===== config.mk =====
export PLATFORM = sky130hd
export DESIGN_NAME = branch_cond_unit
export DESIGN_NICKNAME = d
export VERILOG_FILES = /design/src/rtl/branch_cond_pkg.sv /design/src/rtl/cond_eval.sv /design/src/rtl/branch_cond_unit.sv
export SDC_FILE = /design/constraint.sdc
export NUM_CORES = 1
export LEC_CHECK = 0
export CAP_MARGIN = 10
export CORE_ASPECT_RATIO = 0.7
export CORE_UTILIZATION = 53
export CTS_CLUSTER_DIAMETER = 150
export DETAILED_ROUTE_END_ITERATION = 12
export PLACE_DENSITY = 0.91
export SYNTH_ARGS = -nofsm -noshare
export SYNTH_HDL_FRONTEND = slang
export SYNTH_SLANG_ARGS = --single-unit

===== constraint.sdc =====
create_clock -name clock -period 2.4 [get_ports clock]
set_input_delay 0.36 -clock clock [delete_from_list [all_inputs] [get_ports clock]]
set_output_delay 0.36 -clock clock [all_outputs]
set_load 0.02 [all_outputs]

===== src/rtl/branch_cond_pkg.sv =====
// Shared definitions for the branch condition unit: condition codes, FSM states,
// flag layout and the HALT flag pattern.
package branch_cond_pkg;

  localparam int unsigned COND_W = 4;
  localparam int unsigned FLAG_W = 5;
  localparam int unsigned UPD_W  = 3;

  localparam logic [COND_W-1:0] COND_EQ = 4'd0;
  localparam logic [COND_W-1:0] COND_NE = 4'd1;
  localparam logic [COND_W-1:0] COND_CS = 4'd2;
  localparam logic [COND_W-1:0] COND_CC = 4'd3;
  localparam logic [COND_W-1:0] COND_MI = 4'd4;
  localparam logic [COND_W-1:0] COND_PL = 4'd5;
  localparam logic [COND_W-1:0] COND_VS = 4'd6;
  localparam logic [COND_W-1:0] COND_VC = 4'd7;
  localparam logic [COND_W-1:0] COND_HI = 4'd8;
  localparam logic [COND_W-1:0] COND_LS = 4'd9;
  localparam logic [COND_W-1:0] COND_GE = 4'd10;
  localparam logic [COND_W-1:0] COND_LT = 4'd11;
  localparam logic [COND_W-1:0] COND_GT = 4'd12;
  localparam logic [COND_W-1:0] COND_LE = 4'd13;
  localparam logic [COND_W-1:0] COND_AL = 4'd14;
  localparam logic [COND_W-1:0] COND_NV = 4'd15;

  // {N,Z,C,V,M} all set means the processor has halted
  localparam logic [FLAG_W-1:0] HALT_PATTERN = 5'h1f;

  typedef enum logic [1:0] {
    IDLE = 2'd0,
    WAIT = 2'd1,
    HOLD = 2'd2
  } state_t;

  typedef struct packed {
    logic n;
    logic z;
    logic c;
    logic v;
  } nzcv_t;

  function automatic logic is_halt(input logic [FLAG_W-1:0] flags);
    return flags == HALT_PATTERN;
  endfunction

endpackage


===== src/rtl/cond_eval.sv =====
// Combinational condition-code evaluator: cond + N/Z/C/V -> taken.
module cond_eval
  import branch_cond_pkg::*;
(
  input  logic [COND_W-1:0] cond,
  input  nzcv_t             flags,
  output logic              taken_c
);

  logic n_eq_v;

  assign n_eq_v = (flags.n == flags.v);

  always_comb begin
    taken_c = 1'b0;
    case (cond)
      COND_EQ: taken_c = flags.z;
      COND_NE: taken_c = !flags.z;
      COND_CS: taken_c = flags.c;
      COND_CC: taken_c = !flags.c;
      COND_MI: taken_c = flags.n;
      COND_PL: taken_c = !flags.n;
      COND_VS: taken_c = flags.v;
      COND_VC: taken_c = !flags.v;
      COND_HI: taken_c = flags.c && !flags.z;
      COND_LS: taken_c = !flags.c || flags.z;
      COND_GE: taken_c = n_eq_v;
      COND_LT: taken_c = !n_eq_v;
      COND_GT: taken_c = !flags.z && n_eq_v;
      COND_LE: taken_c = flags.z || !n_eq_v;
      COND_AL: taken_c = 1'b1;
      COND_NV: taken_c = 1'b0;
      default: taken_c = 1'b0;
    endcase
  end

endmodule


===== src/rtl/branch_cond_unit.sv =====
// Branch condition unit: evaluates a condition code against the status flags,
// deferring one edge when the flag register is being rewritten, and holds the decision.
module branch_cond_unit
  import branch_cond_pkg::*;
#(
  parameter int unsigned ADDR_W = 16,
  parameter int unsigned CNT_W  = 16
) (
  input  logic              clock,
  input  logic              reset,
  input  logic              negative_flag,
  input  logic              zero_flag,
  input  logic              carry_flag,
  input  logic              overflow_flag,
  input  logic              mode_flag,
  input  logic [UPD_W-1:0]  update_mode,
  input  logic              req_valid,
  output logic              req_ready,
  input  logic [COND_W-1:0] req_cond,
  input  logic [ADDR_W-1:0] req_target,
  output logic              res_valid,
  input  logic              res_ready,
  output logic              res_taken,
  output logic [ADDR_W-1:0] res_target,
  output logic              halted,
  output logic [CNT_W-1:0]  taken_count
);

  localparam logic [CNT_W-1:0] CNT_MAX = {CNT_W{1'b1}};

  state_t              state_q, state_d;
  logic [COND_W-1:0]   cond_q;
  logic [ADDR_W-1:0]   target_q;
  logic                res_valid_q;
  logic                res_taken_q;
  logic [ADDR_W-1:0]   res_target_q;
  logic                halted_q;
  logic [CNT_W-1:0]    taken_count_q;

  nzcv_t               flags_c;
  logic [FLAG_W-1:0]   all_flags_c;
  logic [COND_W-1:0]   eval_cond_c;
  logic                eval_taken_c;
  logic                accept_c;
  logic                retire_c;
  logic                capture_req_c;
  logic                load_res_c;
  logic [ADDR_W-1:0]   res_target_d;

  assign flags_c     = {negative_flag, zero_flag, carry_flag, overflow_flag};
  assign all_flags_c = {negative_flag, zero_flag, carry_flag, overflow_flag, mode_flag};

  // A deferred request is re-evaluated from its latched condition with the fresh flags
  assign eval_cond_c = (state_q == WAIT) ? cond_q : req_cond;

  cond_eval u_cond_eval (
    .cond    (eval_cond_c),
    .flags   (flags_c),
    .taken_c (eval_taken_c)
  );

  assign req_ready = !halted_q && ((state_q == IDLE) || ((state_q == HOLD) && res_ready));
  assign accept_c  = req_valid && req_ready;
  assign retire_c  = (state_q == HOLD) && res_ready;

  // Next state and load strobes
  always_comb begin
    state_d       = state_q;
    capture_req_c = 1'b0;
    load_res_c    = 1'b0;
    res_target_d  = res_target_q;
    case (state_q)
      IDLE, HOLD: begin
        if (accept_c) begin
          if (update_mode == '0) begin
            state_d      = HOLD;
            load_res_c   = 1'b1;
            res_target_d = req_target;
          end else begin
            state_d       = WAIT;
            capture_req_c = 1'b1;
          end
        end else if (retire_c) begin
          state_d = IDLE;
        end
      end
      WAIT: begin
        state_d      = HOLD;
        load_res_c   = 1'b1;
        res_target_d = target_q;
      end
      default: state_d = IDLE;
    endcase
  end

  always_ff @(posedge clock or negedge reset) begin
    if (!reset) begin
      state_q <= IDLE;
    end else begin
      state_q <= state_d;
    end
  end

  // Request held while the flag register settles
  always_ff @(posedge clock or negedge reset) begin
    if (!reset) begin
      cond_q   <= COND_EQ;
      target_q <= '0;
    end else if (capture_req_c) begin
      cond_q   <= req_cond;
      target_q <= req_target;
    end
  end

  always_ff @(posedge clock or negedge reset) begin
    if (!reset) begin
      res_valid_q  <= 1'b0;
      res_taken_q  <= 1'b0;
      res_target_q <= '0;
    end else begin
      res_valid_q <= (state_d == HOLD);
      if (load_res_c) begin
        res_taken_q  <= eval_taken_c;
        res_target_q <= res_target_d;
      end
    end
  end

  // Sticky halt; only reset clears it
  always_ff @(posedge clock or negedge reset) begin
    if (!reset) begin
      halted_q <= 1'b0;
    end else if (is_halt(all_flags_c)) begin
      halted_q <= 1'b1;
    end
  end

  always_ff @(posedge clock or negedge reset) begin
    if (!reset) begin
      taken_count_q <= '0;
    end else if (retire_c && res_taken_q && (taken_count_q != CNT_MAX)) begin
      taken_count_q <= taken_count_q + CNT_W'(1);
    end
  end

  assign res_valid   = res_valid_q;
  assign res_taken   = res_taken_q;
  assign res_target  = res_target_q;
  assign halted      = halted_q;
  assign taken_count = taken_count_q;

endmodule


==> results.md, run 1 <==
* Static leakage at 1.59 nW
* Core Area at 0.00497 mm²
* Post-synthesis net count at 274
* Clk_skew at 5.92 ps
* Critical path launch point type: flop
* Final Hold Fails at 0
* GRT overflow at 0
* Port Buffer Count at 67
* Synthesized instance count at 241
* Peak supply drop at 0.583 mV
* TritonCTS Buffers at 9
* DP Area at 0.00358 mm²
* Pwr dens at 995 mW/mm²
* Via count at 2151
* Global-route wire length before repair at 10.5 mm
* H-tree depth at 3
* Critical path data arrival time at 1900 ps
* Largest net degree at the start of global routing at 58
* Final setup fails at 0
* Site Rows at 21
* WP data required at 2040 ps
* Area Overhead vs Synth at 33.6%
* Reg clk slew, reported paths at 60 ps
* Crit path capture type: primary output
* Routed len/inst at 16.0 µm
* Worst setup path class: flop to primary output
* Synth top area cells: dfrtp_1, mux2_2, mux2i_1
* ANT cells at 0
* Worst R2R Start: state_q[1]$_DFF_PN0_
* Nets@finish at 349
* Crit Path Max Fanout at 10
* DRC violations left at 0
* Clock Latency Late Sink at 330 ps
* CTS sink cnt at 57
* DRT iter0 DRCs at 80
* Root Buffer: clkbuf_8
* Worst path top cell family by delay: buffers and inverters
* Status: completed
* Area share of the largest cell type after synthesis at 0.502
* Routed vias/inst at 5.53
* Antenna Nets Post-Route at 0
* CP cell instances: nor2_2 > and2_1 > clkdlybuf4s50_1
* Layout cells sized above 1 at 0.194
* CTS tree: built
* Crit-path slowest cell: clkdlybuf4s50_1
* Top post-synthesis cells by count: dfrtp_1, nand2_1, mux2_2, o21ai_0, mux2i_1
* Detail Placement HPWL at 4.25 mm
* I/O Pins at 68
* Sequential share of the synthesized area at 0.502
* Pins over their slew limit at 0
* Hold Path Class: input port to async pin
* Initial antenna violation count at 0
* FF-to-FF setup slack at 380 ps
* Post-synth ARST share at 1.00
* Hold buffers post-CTS at 0
* Initial Util at 0.572
* First-pass DRT Iterations at 5
* Synth area leader: dfrtp_1
* Mapped Area at 0.00284 mm²
* Final worst-path cycle share at 0.943
* Drt total wl at 6.23 mm
* Slew headroom at 0.730
* Ys Warns at 0
* Vias in the first global route at 2208
* Final setup TNS at 0 ps
* CTS max path bufs at 2
* Buf+Inv Stages, Crit Path at 1
* RSZ-0062 raised after global routing: false
* Routability cong. at 0.888
* Slew @ Worst Pin at 403 ps
* Post-synth EDFFs at 0
* Die X at 89.5 µm
* Synth Register Bits at 57
* Total global-route track usage at 0.251
* Post-synth top flop: dfrtp_1
* Final Critical Period at 2260 ps
* Reg2reg path depth at 5
* Final design instance area without fill at 0.00380 mm²
* Critical Path Max Stage Delay at 640 ps
* Final core occ at 0.765
* Die area at 0.00567 mm²
* Most common cell in the synthesized netlist: dfrtp_1
* Reg-to-Reg End: res_taken$_DFFE_PN0N_
* Mean Syn Cell Area at 11.8 µm²
* Max-Cap Viols at 0
* Max Freq at 442 MHz
* Count of different cell masters after synthesis at 48
* Chip Height at 63.3 µm
## kinds of logic (layout without fill, tap and decap cells)
logic type / count (synthesis) / after routing / synth area share
AND/OR/NAND/NOR: 74 / 74 / 0.151
flip-flops: 57 / 57 / 0.502
multiplexers: 44 / 44 / 0.165
AO/OA/AOI/OAI: 39 / 39 / 0.0982
XOR/XNOR: 16 / 16 / 0.0493
buffers and inverters: 10 / 89 / 0.0299
adder cells (fa/ha/maj): 1 / 1 / 0.00440
## per-layer routing
layer | vias up | part of all wire | track usage
met5 | - | 0 | 0
met4 | 0 | 0.011 | 0.0734
met3 | 11 | 0.049 | 0.0786
met2 | 77 | 0.49 | 0.415
met1 | 1052 | 0.44 | 0.315
li1 | 1011 | - | -
## flip-flops by register name, summed over array words and instances (netlist names)
signal       flops
halted           1
res_target      16
taken_count     16
cond_q           4
res_valid        1
res_taken        1
state_q          2
target_q        16
## worst reg2reg max path, delay by kind of cell (launching register included)
| kind | cells | cell delay [ps] |
|---|---|---|
| AOI/OAI and AO/OA | 2 | 450 |
| xor gates and xnor gates | 1 | 150 |
| muxes | 1 | 410 |
| and+or+nand+nor | 1 | 340 |
| DFF | 1 | 530 |
## worst max-delay path by stage
| stage | start | endpoint | slack [ps] | cells past startpoint |
|---|---|---|---|---|
| after detailed placement | res_ready | req_ready | 210 | 4 |
| after global routing | state_q[0]$_DFF_PN0_ | req_ready | 3 | 3 |
| after CTS | state_q[0]$_DFF_PN0_ | req_ready | 80 | 3 |
| after global placement | res_ready | req_ready | 220 | 4 |
| final | state_q[0]$_DFF_PN0_ | req_ready | 140 | 3 |
| after floorplan | taken_count[0]$_DFFE_PN0P_ | taken_count[12]$_DFFE_PN0P_ | 680 | 5 |
## where the power goes
part / total, W / switching (W) / internal [W]
sequential: 0.00159 / 0.000282 / 0.00131
combinational: 0.00125 / 0.000589 / 0.000659
clock: 0.000939 / 0.000354 / 0.000585
## layout by cell type (no fill, tap or decap), drive strengths merged, types with 2 or more instances in the layout
cell,count
nor2,8
mux2i,21
a31oi,3
o21ai,22
dfrtp,57
or3,2
buf,7
nor2b,2
nor3b,2
a211oi,2
nand4,4
xnor2,13
and3,4
nand3,7
clkdlybuf4s50,66
nand2b,6
a21oi,5
nand2,26
mux2,23
and2,3
xor2,3
clkbuf,13
## layout make-up
cell class                      instances  area (µm²)
Tap cell                               69        86.3
Timing Repair Buffer                   73         723
Clock inverter                          2        35.0
Clock buffer                           13         179
Sequential cell                        57        1430
Multi-Input combinational cell        174        1340
Fill cell                             309        1170
Inverter                                1        3.75
## per-stage QoR
stage	worst slack [ps]	hold WS (ps)	instances	total power [W]
floorplan	675	64.4	241	0.00224
global placement	221	376	374	0.00276
detailed placement	206	384	374	0.00282
CTS	78.3	16.1	389	0.00381
global route	3.41	29.6	389	0.00398
finish	137	12.6	389	0.00378
## what timing repair did
action | CTS | global route
buffers inserted | 0 | 0
gates resized for setup | 0 | 1
setup endpoints to repair | 0 | 1
Note: power is estimated with default switching activity, not from simulation.
==> inputs of run 2 (changes only) <==
Settings changed: ABC_CLOCK_PERIOD_IN_PS from default to 1900, CORE_UTILIZATION 53 to 45, GPL_TIMING_DRIVEN from default to 1, PLACE_DENSITY 0.91 to 0.83.
Clock period 2.4 ns to 1.9 ns, I/O delays scaled along.
==> run 2 against run 1 <==
Effect of this change: critical path depth is 1 higher; sequential power grew 25%; setup slack got worse by 43 ps; core utilization shrank 10 points.
==> results.md, run 2 (synthesis gave the netlist of run 1 again) <==
* H-tree depth at 3
* Setup WS post-layout at 93.8 ps
* Placement Setup Slack at -196 ps
* Final Critical Period at 1810 ps
* Pins over their slew limit at 0
* TritonCTS Buffers at 9
* Reg2reg path depth at 6
* Initial antenna violation count at 0
* Area Overhead vs Synth at 37.9%
* Largest net degree at the start of global routing at 25
* Max Freq at 554 MHz
* Nets@finish at 367
* Max-Cap Viols at 0
* Critical path data arrival time at 1520 ps
* Commonest cells after routing, fill and taps aside: clkdlybuf4s50_1, dfrtp_1, nand2_1
* Hold Path Class: input port to async pin
* Worst setup path class: input port to primary output
* Critical path launch point type: input port
* GRT overflow at 0
* Core Area at 0.00590 mm²
* Slew headroom at 0.698
* Crit path capture type: primary output
* Site Rows at 23
* Final worst-path cycle share at 0.951
* Port Buffer Count at 67
* Total global-route track usage at 0.198
* Worst R2R Start: state_q[0]$_DFF_PN0_
* Final setup fails at 0
* Routed len/inst at 14.9 µm
* Peak supply drop at 0.750 mV
* Die X at 97.0 µm
* ANT cells at 0
* Pwr dens at 1190 mW/mm²
* Status: completed
* Reg-to-Reg End: res_taken$_DFFE_PN0N_
* First-pass DRT Iterations at 5
* DRT iter0 DRCs at 102
* Die area at 0.00664 mm²
* Static leakage at 1.67 nW
* CTS sink cnt at 57
* Slew @ Worst Pin at 451 ps
* Chip Height at 68.5 µm
* Drt total wl at 6.18 mm
* CTS tree: built
* Reg clk slew, reported paths at 70 ps
* Routability cong. at 0.814
* Vias in the first global route at 2098
* Via count at 2161
* CTS max path bufs at 2
* Final setup TNS at 0 ps
* Layout cells sized above 1 at 0.233
* DRC violations left at 0
* Fillers at 463
* WP data required at 1620 ps
* Detail Placement HPWL at 4.67 mm
* Clk_skew at 8.00 ps
* Root Buffer: clkbuf_8
* Most common library cell in the layout ignoring fill and taps: clkdlybuf4s50_1
* Routed vias/inst at 5.22
* Clock Latency Late Sink at 330 ps
* FF-to-FF setup slack at 110 ps
* I/O Pins at 68
* Global-route wire length before repair at 10.1 mm
* Final Hold Fails at 0
* Crit Path Max Fanout at 2
* Crit. Startpoint: res_ready
* Initial Util at 0.482
* RSZ-0062 raised after global routing: false
* Antenna Nets Post-Route at 0
==> run 2: critical path: stages <==
cell and delay [ps]:
clkdlybuf4s50_1 500, nand2b_1 170, and2_1 210, dlygate4sd2_1 360
==> run 2: worst max-delay path by stage <==
stage	end	slack (ps)	depth (start not counted)
after global placement	req_ready	-200	4
final	req_ready	90	4
after CTS	req_ready	60	3
after detailed placement	req_ready	-200	4
after floorplan	taken_count[12]$_DFFE_PN0P_	180	5
after global routing	req_ready	30	3
==> run 2: layout make-up <==
class,instances,area [µm²],share of cell area
sequential,57,1430,0.364
multi-input combinational,174,1350,0.344
timing repair buffer,91,860,0.219
clock buffer,10,128,0.0326
tap,75,93.8,0.0239
clock inverter,6,58.8,0.0150
inverter,1,3.75,0.000958
==> run 2: power by group <==
group | switching [W] | internal [W]
logic | 0.000731 | 0.000869
registers | 0.000336 | 0.00165
clock network | 0.000468 | 0.000598
==> run 2: stage by stage <==
step	instances	hold WS (ps)	util	area, µm²	total power, W
after floorplan	241	-10.6	-	2840	0.00282
after global placement	397	258	0.630	3720	0.00355
after detailed placement	397	261	0.630	3720	0.00362
after CTS	414	441	0.663	3910	0.00470
after global routing	414	479	0.664	3920	0.00493
final	414	431	0.664	3920	0.00466
==> run 2: timing repair <==
action / CTS / global route
hold buffers: 1 / 0
gates resized for setup: 1 / 2
hold endpoints to repair: 19 / 0
pin swaps: 0 / 0
buffers inserted: 0 / 0
setup endpoints to repair: 1 / 6
==> run 2: layer usage <==
layer / wire length (µm) / global-route usage / share of wire / up-vias
li1: - / - / - / 1052
met1: 2870 / 0.255 / 0.46 / 1035
met2: 2910 / 0.323 / 0.47 / 68
met3: 373 / 0.0655 / 0.060 / 6
met4: 31 / 0.0653 / 0.0050 / 0
met5: 0 / 0 / 0 / -
